### src/rtl/lfsr_period_monitor.sv
// lfsr_period_monitor: measures the recurrence period of a sampled LFSR stream
// and flags maximal-length sequences. It captures the first sampled state as the
// seed and counts LFSR steps until that masked state is seen again.
// Optional build macro: LFSR_PERIOD_TIMEOUT_EN makes a measurement give up with
// error=1 once 2^len steps pass without a seed match.
module lfsr_period_monitor #(
  parameter int unsigned WIDTH     = 16,
  parameter int unsigned CNT_WIDTH = 17
) (
  input  logic                 clk,
  input  logic                 rst,
  input  logic                 start,
  input  logic [3:0]           lfsr_length,
  input  logic                 lfsr_step,
  input  logic [WIDTH-1:0]     lfsr_value,
  input  logic                 lfsr_valid,
  output logic                 busy,
  output logic                 done,
  output logic [CNT_WIDTH-1:0] period,
  output logic                 maximal,
  output logic                 error
);

  typedef enum logic [1:0] {
    IDLE  = 2'd0,
    ARM   = 2'd1,
    COUNT = 2'd2,
    DONE  = 2'd3
  } state_t;

  state_t               state;
  logic [3:0]           len_q;
  logic [WIDTH-1:0]     seed_q;
  logic [CNT_WIDTH-1:0] count_q;

  logic [WIDTH-1:0]     mask_c;
  logic [WIDTH-1:0]     masked_c;
  logic [CNT_WIDTH-1:0] count_inc_c;
  logic                 step_bad_c;
  logic                 match_c;
  logic                 maximal_c;
  logic                 timeout_c;

  // Masked compare value, saturating step count and the completion conditions
  always_comb begin
    mask_c      = (WIDTH'(1) << len_q) - WIDTH'(1);
    masked_c    = lfsr_value & mask_c;
    count_inc_c = (&count_q) ? count_q : count_q + CNT_WIDTH'(1);
    step_bad_c  = !lfsr_valid || (masked_c == '0);
    match_c     = (masked_c == seed_q);
    maximal_c   = (count_inc_c == CNT_WIDTH'(mask_c));
`ifdef LFSR_PERIOD_TIMEOUT_EN
    timeout_c   = (count_inc_c == (CNT_WIDTH'(1) << len_q));
`else
    timeout_c   = 1'b0;
`endif
  end

  // Measurement FSM with registered status/result outputs
  always_ff @(posedge clk or posedge rst) begin
    if (rst) begin
      state   <= IDLE;
      len_q   <= '0;
      seed_q  <= '0;
      count_q <= '0;
      busy    <= 1'b0;
      done    <= 1'b0;
      period  <= '0;
      maximal <= 1'b0;
      error   <= 1'b0;
    end else begin
      case (state)
        IDLE, DONE: begin
          if (start) begin
            state   <= ARM;
            len_q   <= lfsr_length;
            count_q <= '0;
            period  <= '0;
            maximal <= 1'b0;
            error   <= 1'b0;
            busy    <= 1'b1;
            done    <= 1'b0;
          end
        end
        ARM: begin
          if (len_q < 4'd2) begin
            state <= DONE;
            error <= 1'b1;
            busy  <= 1'b0;
            done  <= 1'b1;
          end else if (lfsr_step) begin
            if (step_bad_c) begin
              state <= DONE;
              error <= 1'b1;
              busy  <= 1'b0;
              done  <= 1'b1;
            end else begin
              seed_q  <= masked_c;
              count_q <= '0;
              state   <= COUNT;
            end
          end
        end
        COUNT: begin
          if (lfsr_step) begin
            count_q <= count_inc_c;
            if (step_bad_c) begin
              state  <= DONE;
              error  <= 1'b1;
              period <= count_inc_c;
              busy   <= 1'b0;
              done   <= 1'b1;
            end else if (match_c) begin
              state   <= DONE;
              period  <= count_inc_c;
              maximal <= maximal_c;
              busy    <= 1'b0;
              done    <= 1'b1;
            end else if (timeout_c) begin
              state  <= DONE;
              error  <= 1'b1;
              period <= count_inc_c;
              busy   <= 1'b0;
              done   <= 1'b1;
            end
          end
        end
        default: state <= IDLE;
      endcase
    end
  end

endmodule
### config.mk
export PLATFORM = sky130hd
export DESIGN_NAME = lfsr_period_monitor
export DESIGN_NICKNAME = d
export VERILOG_FILES = /design/src/rtl/lfsr_period_monitor.sv
export SDC_FILE = /design/constraint.sdc
export NUM_CORES = 1
export LEC_CHECK = 0
export ABC_AREA = 1
export CORE_ASPECT_RATIO = 1.1
export CORE_MARGIN = 2
export CORE_UTILIZATION = 55
export CTS_CLUSTER_DIAMETER = 40
export DETAILED_ROUTE_END_ITERATION = 10
export GPL_TIMING_DRIVEN = 0
export PLACE_DENSITY = 0.83
export SLEW_MARGIN = 20
export SYNTH_ARGS = -nofsm -noshare
export SYNTH_HDL_FRONTEND = slang
export SYNTH_SLANG_ARGS = --single-unit
### constraint.sdc
create_clock -name clk -period 2.8 [get_ports clk]
set_input_delay 0.56 -clock clk [delete_from_list [all_inputs] [get_ports clk]]
set_output_delay 0.56 -clock clk [all_outputs]
set_load 0.02 [all_outputs]
==> flow_metrics.env, run 1 <==
export IMPL_dp_hpwl_um=8410
export IMPL_synth_cell_types=30
export IMPL_drt_pre_antenna_iters=5
export IMPL_seqPwrFrac=0.240
export IMPL_wirelength_um=11500
export IMPL_period_minus_slack_ns=2.71
export IMPL_place_worst_setup_slack_ns=-0.404
export IMPL_clk_path_buf_depth=2
export IMPL_arrival_ns=2.95
export IMPL_cts_htree_levels=3
export IMPL_ys_warn_count=0
export IMPL_die_area_um2=7980
export IMPL_tightest_slew_ns=0.464
export IMPL_p_sw_mw=2.27
export IMPL_clk_pin_slew_ns=0.07
export IMPL_initial_core_util=0.568
export IMPL_num_fill_cells=552
export IMPL_hold_class="register to register"
export IMPL_drv_cap=0
export IMPL_ys_seq_area_frac=0.375
export IMPL_fin_crit_sh=0.967
export IMPL_finalSetupViolations=0
export IMPL_pwr_share_clk=0.208
export IMPL_hold_worst_slack_ns=0.477
export IMPL_worst_slack_ns=0.0914
export IMPL_synth_area_leaders="dfrtp_1 38%, nand2_1 21%, nand3_1 6.9%, nor2_1 6.0%, inv_1 5.9%"
export IMPL_grt_first_pass_wirelength_um=18700
export IMPL_syn_num_nets=631
export IMPL_grt_pass1_vias=4016
export IMPL_max_freq_ghz=0.369
export IMPL_nNetsFinal=696
export IMPL_slowest_delay_ns=0.41
export IMPL_syn_area_um2=4000
export IMPL_rsz0062_at_grt="true"
export IMPL_die_h_um=93.5
export IMPL_most_common_layout_cells="209 x nand2_1, 60 x nor2_1, 59 x inv_1, 57 x dfrtp_1, 55 x nand3_1"
export IMPL_cts_tree="yes"
export IMPL_cp_end_kind="register"
export IMPL_synth_top_area_frac=0.375
export IMPL_swShare=0.446
export IMPL_ys_ff_latch=60
export IMPL_grt_use_total=0.299
export IMPL_clock_latency_ns=0.35
export IMPL_fin_tns_setup_ns=0
export IMPL_critPathKind="register to register"
export IMPL_cellPowerDensity_nw_per_um2=984
export IMPL_final_common_cell="nand2_1"
export IMPL_slew_violations=0
export IMPL_grt_max_degree=35
export IMPL_start_kind="register"
export IMPL_boundaryPins=46
export IMPL_avgSynthCellArea_um2=6.65
export IMPL_wire_per_inst_um=15.2
export IMPL_cpMaxStageDelayCell="dfrtp_1"
export IMPL_die_w_um=85.3
export IMPL_core_area_um2=7050
export IMPL_cts_sinks=60
export IMPL_vias=4176
export IMPL_cts_buffers=9
export IMPL_antenna_found_initial=0
export IMPL_pwr_share_comb=0.552
export IMPL_p_int_mw=2.82
export IMPL_drive_gt1_frac=0.149
export IMPL_worstPathCellList="nor2_4 > nand2_2 > inv_2 > nand2_2 > ha_4 > inv_6 > nand3b_1 > nand3b_1 > nor2_1 > nand2_1 > nor2_1 > nand2_1 > nor2_2 > nand4_1 > nand3_4 > nand2_8 > clkbuf_16 > nand2_2 > o21ai_2"
export IMPL_clock_skew_ns=0.00613
export IMPL_synth_top_area_cell="dfrtp_1"
export IMPL_avgViaCountPerCell=5.52
export IMPL_postCtsHoldBufs=0
export IMPL_area_delta_synth_final_pct=29.1
export IMPL_power_leakage_nw=2.60
export IMPL_path_buf_inv=3
export IMPL_drc=0
export IMPL_final_hold_viol_count=0
export IMPL_overflow=0
export IMPL_gp_congestion=0.949
export IMPL_ir_worst_vdd_v=0.000568
export IMPL_status="completed"
export IMPL_antenna_cells=0
export IMPL_crit_family="simple AND/OR/NAND/NOR gates"
export IMPL_port_buffers=44
export IMPL_required_ns=3.04
export IMPL_total_power_mw=5.08
export IMPL_cp_max_fo=8
export IMPL_slew_headroom=0.691
export IMPL_synth_cells=602
export IMPL_root_buffer="clkbuf_8"
export IMPL_crit_top_cell="nand2_2"
export IMPL_rows=32
export IMPL_drtAntennaViolNets=0
export IMPL_drtIter0Drc=268
[synth_stat cells]
library cell    n
xor2_1          4
inv_2           1
nand3_2         3
nand2_1       229
nor2_2          2
o22ai_1         1
a31oi_1         1
buf_2           4
o21ai_2        17
clkbuf_1        4
nand2_4         1
a21oi_2         1
nand3_1        55
nor2_1         64
buf_4           4
nand4_1        13
nand3b_1        7
ha_1            4
nand2_2         3
a21boi_1        1
o2111ai_1       1
o21bai_1        1
o21ai_1         6
xnor2_1         4
nor3_2          1
o21ai_0        34
a21oi_1         9
inv_1          63
dfrtp_1        60
buf_6           4
[worst min-delay path: cells and delay by family, from the launching register on]
family | cells | cell delay [ns]
flip-flops | 1 | 0.34
AND/OR/NAND/NOR | 2 | 0.11
[kinds of logic (layout without fill, tap and decap cells)]
| kind of cell | count (synthesis) | count (layout) | synth area share |
|---|---|---|---|
| simple gates | 378 | 378 | 0.398 |
| buf+inv | 80 | 150 | 0.0875 |
| compound gates | 72 | 72 | 0.110 |
| flops | 60 | 60 | 0.375 |
| xor+xnor | 8 | 8 | 0.0175 |
| fa+ha+maj | 4 | 4 | 0.0125 |
[power by group through the flow]
stage | Clock, mW | Sequential (mW) | Combinational (mW)
floorplan | 0 | 1.23 | 1.64
global placement | 0 | 1.21 | 2.20
detailed placement | 0 | 1.22 | 2.26
CTS | 1.06 | 1.21 | 2.33
global route | 1.10 | 1.24 | 3.10
finish | 1.06 | 1.22 | 2.81
[layer usage]
layer,vias to the layer above,track usage,routed length [um]
met5,-,0,0
met4,0,0.151,444
met3,31,0.0397,551
met2,144,0.528,5850
met1,1942,0.355,4670
li1,2059,-,-
[timing repair]
action	4_1_cts	5_1_grt
pin swaps	1	3
setup buffers	2	5
endpoints found under the setup margin	55	55
gates resized for setup	12	59
cloned	0	2
[final timing paths]
kind / start / endpoint / slack, ns / depth (start not counted)
setup / recovery: len_q[2] / period[2] / 0.09 / 19
hold / removal: busy / busy / 0.48 / 2
setup reg to reg: len_q[2] / period[2] / 0.09 / 19
hold reg to reg: busy / busy / 0.48 / 2
max in group asynchronous: rst / len_q[0] / 1.74 / 3
min in group asynchronous: rst / period[11] / 0.54 / 2
[final cells by class]
type | instances | area [um2] | share of cell area
repair buffers | 54 | 563 | 0.109
inverters | 64 | 250 | 0.0484
well taps | 85 | 106 | 0.0206
plain buffers | 16 | 154 | 0.0298
flip-flops and latches | 60 | 1510 | 0.291
clock buffers | 13 | 179 | 0.0346
multi-input cells | 462 | 2320 | 0.449
clock inverters | 3 | 90.1 | 0.0174
[registers in the layout, summed over array words and instances, names as in the netlist]
signal	flops
seed_q	16
period	17
state	2
error	1
done	1
busy	1
maximal	1
count_q	17
len_q	4
[through the flow]
step / instances / utilization / instance area [um2]
6_report: 757 / 0.733 / 5170
5_1_grt: 757 / 0.733 / 5170
4_1_cts: 750 / 0.693 / 4880
3_5_place_dp: 732 / 0.649 / 4570
3_3_place_gp: 731 / 0.646 / 4550
2_1_floorplan: 602 / - / 4000
(Power assumes the default switching activity.)
==> run 2, diff against run 1 <==
- CORE_ASPECT_RATIO: 1.1 -> 0.7
==> flow_metrics.env, run 2 (synthesis gave the netlist of run 1 again) <==
export IMPL_status="completed"
export IMPL_clock_latency_ns=0.34
export IMPL_critPathKind="register to register"
export IMPL_vias=4322
export IMPL_clock_skew_ns=0.0145
export IMPL_max_freq_ghz=0.361
export IMPL_place_area_um2=4580
export IMPL_drtAntennaViolNets=0
export IMPL_worstSetupEndpoint="period[0]"
export IMPL_cts_buffers=9
export IMPL_core_area_um2=6910
export IMPL_initial_core_util=0.579
export IMPL_worstPathCellList="nor2_4 > nand2_4 > inv_4 > nand2_4 > ha_4 > inv_4 > nand2_4 > nand2_2 > nand3b_1 > nor2_1 > nand2_1 > nor2_2 > nand2_1 > nor2_1 > nand4_1 > nand3_4 > nand2_8 > clkbuf_16 > nand2_4 > o21ai_2"
export IMPL_cts_sinks=60
export IMPL_antenna_found_initial=0
export IMPL_grt_use_total=0.305
export IMPL_drtIter0Drc=413
export IMPL_whs_path_depth=2
export IMPL_cellPowerDensity_nw_per_um2=1000
export IMPL_overflow=0
export IMPL_root_buffer="clkbuf_8"
export IMPL_clk_path_buf_depth=2
export IMPL_hold_class="register to register"
export IMPL_cp_depth=20
export IMPL_rsz0062_at_grt="true"
export IMPL_r2r_start="len_q[3]"
export IMPL_crit_top_cell="nand2_4"
export IMPL_path_buf_inv=3
export IMPL_boundaryPins=46
export IMPL_drive_gt1_frac=0.154
export IMPL_critPathLaunch="len_q[3]"
export IMPL_period_minus_slack_ns=2.77
export IMPL_power_leakage_nw=2.59
export IMPL_cpMaxStageDelayCell="dfrtp_2"
export IMPL_tightest_slew_ns=0.603
export IMPL_avgViaCountPerCell=5.61
export IMPL_cp_end_kind="register"
export IMPL_final_common_cell="nand2_1"
export IMPL_grt_max_degree=34
export IMPL_reg_top3="count_q: 17 flops, period: 17 flops, seed_q: 16 flops"
export IMPL_dp_hpwl_um=8840
export IMPL_wire_per_inst_um=16.0
export IMPL_num_fill_cells=521
export IMPL_die_h_um=75.4
export IMPL_arrival_ns=2.99
export IMPL_most_common_layout_cells="208 x nand2_1, 61 x nor2_1, 59 x inv_1, 58 x dfrtp_1, 55 x nand3_1"
export IMPL_drt_pre_antenna_iters=5
export IMPL_regToRegSetupSlack_ns=0.03
export IMPL_area_delta_synth_final_pct=29.7
export IMPL_slowest_delay_ns=0.44
export IMPL_r2r_end="period[0]"
export IMPL_fin_crit_sh=0.989
export IMPL_grt_pass1_vias=3825
export IMPL_clk_pin_slew_ns=0.08
export IMPL_drc=0
export IMPL_fin_area_um2=5190
export IMPL_ir_worst_vdd_v=0.000852
export IMPL_die_area_um2=7990
export IMPL_crit_family="simple AND/OR/NAND/NOR gates"
export IMPL_cts_tree="yes"
export IMPL_gp_congestion=0.942
export IMPL_finalSetupViolations=0
export IMPL_cp_max_fo=8
export IMPL_port_buffers=44
export IMPL_slew_violations=0
export IMPL_total_power_mw=5.19
export IMPL_ff2ff_path_depth=20
export IMPL_antenna_cells=0
export IMPL_fin_tns_setup_ns=0
export IMPL_drv_cap=0
export IMPL_rows=25
export IMPL_final_hold_viol_count=0
export IMPL_nNetsFinal=701
export IMPL_required_ns=3.02
export IMPL_wirelength_um=12300
export IMPL_die_w_um=106
export IMPL_cts_htree_levels=3
export IMPL_slew_headroom=0.598
export IMPL_grt_first_pass_wirelength_um=18500
export IMPL_start_kind="register"
run 2: changes by cell type in the layout (fill, tap and decap cells not counted), moves of 2 or more:
cell / delta
buf_4: +4
nand2_2: +3
o21ai_0: +3
o21ai_1: -3
buf_6: +2
clkbuf_8: -2
inv_4: +2
nand2_4: -2
run 2: how the worst min path moves through the flow:
stage | start | to
floorplan | seed_q[15] | seed_q[15]
global placement | period[15] | period[15]
detailed placement | period[15] | period[15]
CTS | period[15] | period[15]
global route | busy | busy
finish | busy | busy
run 2: worst register-to-register path, delay by kind of cell (launching register included):
kind | cells | cell delay [ns]
flip-flops | 1 | 0.44
buffers and inverters | 3 | 0.37
AO/OA/AOI/OAI | 1 | 0.04
adder cells (fa/ha/maj) | 1 | 0.26
AND/OR/NAND/NOR | 15 | 1.54
run 2: area by class of cell:
| type | count | area (um2) | share of cell area |
|---|---|---|---|
| Multi-Input combinational cell | 462 | 2300 | 0.444 |
| Sequential cell | 60 | 1500 | 0.290 |
| Timing Repair Buffer | 59 | 604 | 0.116 |
| Inverter | 64 | 250 | 0.0482 |
| Buffer | 16 | 159 | 0.0306 |
| Clock buffer | 12 | 155 | 0.0299 |
| Tap cell | 94 | 118 | 0.0227 |
| Clock inverter | 4 | 95.1 | 0.0183 |
run 2: report_power, final:
part / total, mW / switching (mW) / internal (mW)
logic: 2.94 / 1.84 / 1.11
registers: 1.23 / 0.173 / 1.06
clock network: 1.02 / 0.375 / 0.640
run 2: timing repair:
item / in CTS / in global routing
cloned: 0 / 2
pin swaps: 0 / 12
buffers inserted: 3 / 9
resized for setup: 17 / 50
setup endpoints to repair: 55 / 55
hold buffers: 0 / 0
run 2: per-stage QoR:
stage	utilization	hold WS, ns	cells	setup WS [ns]
6_report	0.751	0.480	771	0.0305
2_1_floorplan	-	0.450	602	0.291
3_3_place_gp	0.660	0.454	740	-0.326
3_5_place_dp	0.663	0.463	741	-0.406
4_1_cts	0.709	0.479	760	0.0295
5_1_grt	0.751	0.515	771	-0.0604
run 2: per-layer routing:
layer / wire [um] / track usage / vias to the layer above
met4: 95 / 0.0760 / 0
li1: - / - / 2072
met2: 5310 / 0.455 / 232
met5: 0 / 0 / -
met3: 1250 / 0.0607 / 10
met1: 5680 / 0.460 / 2008
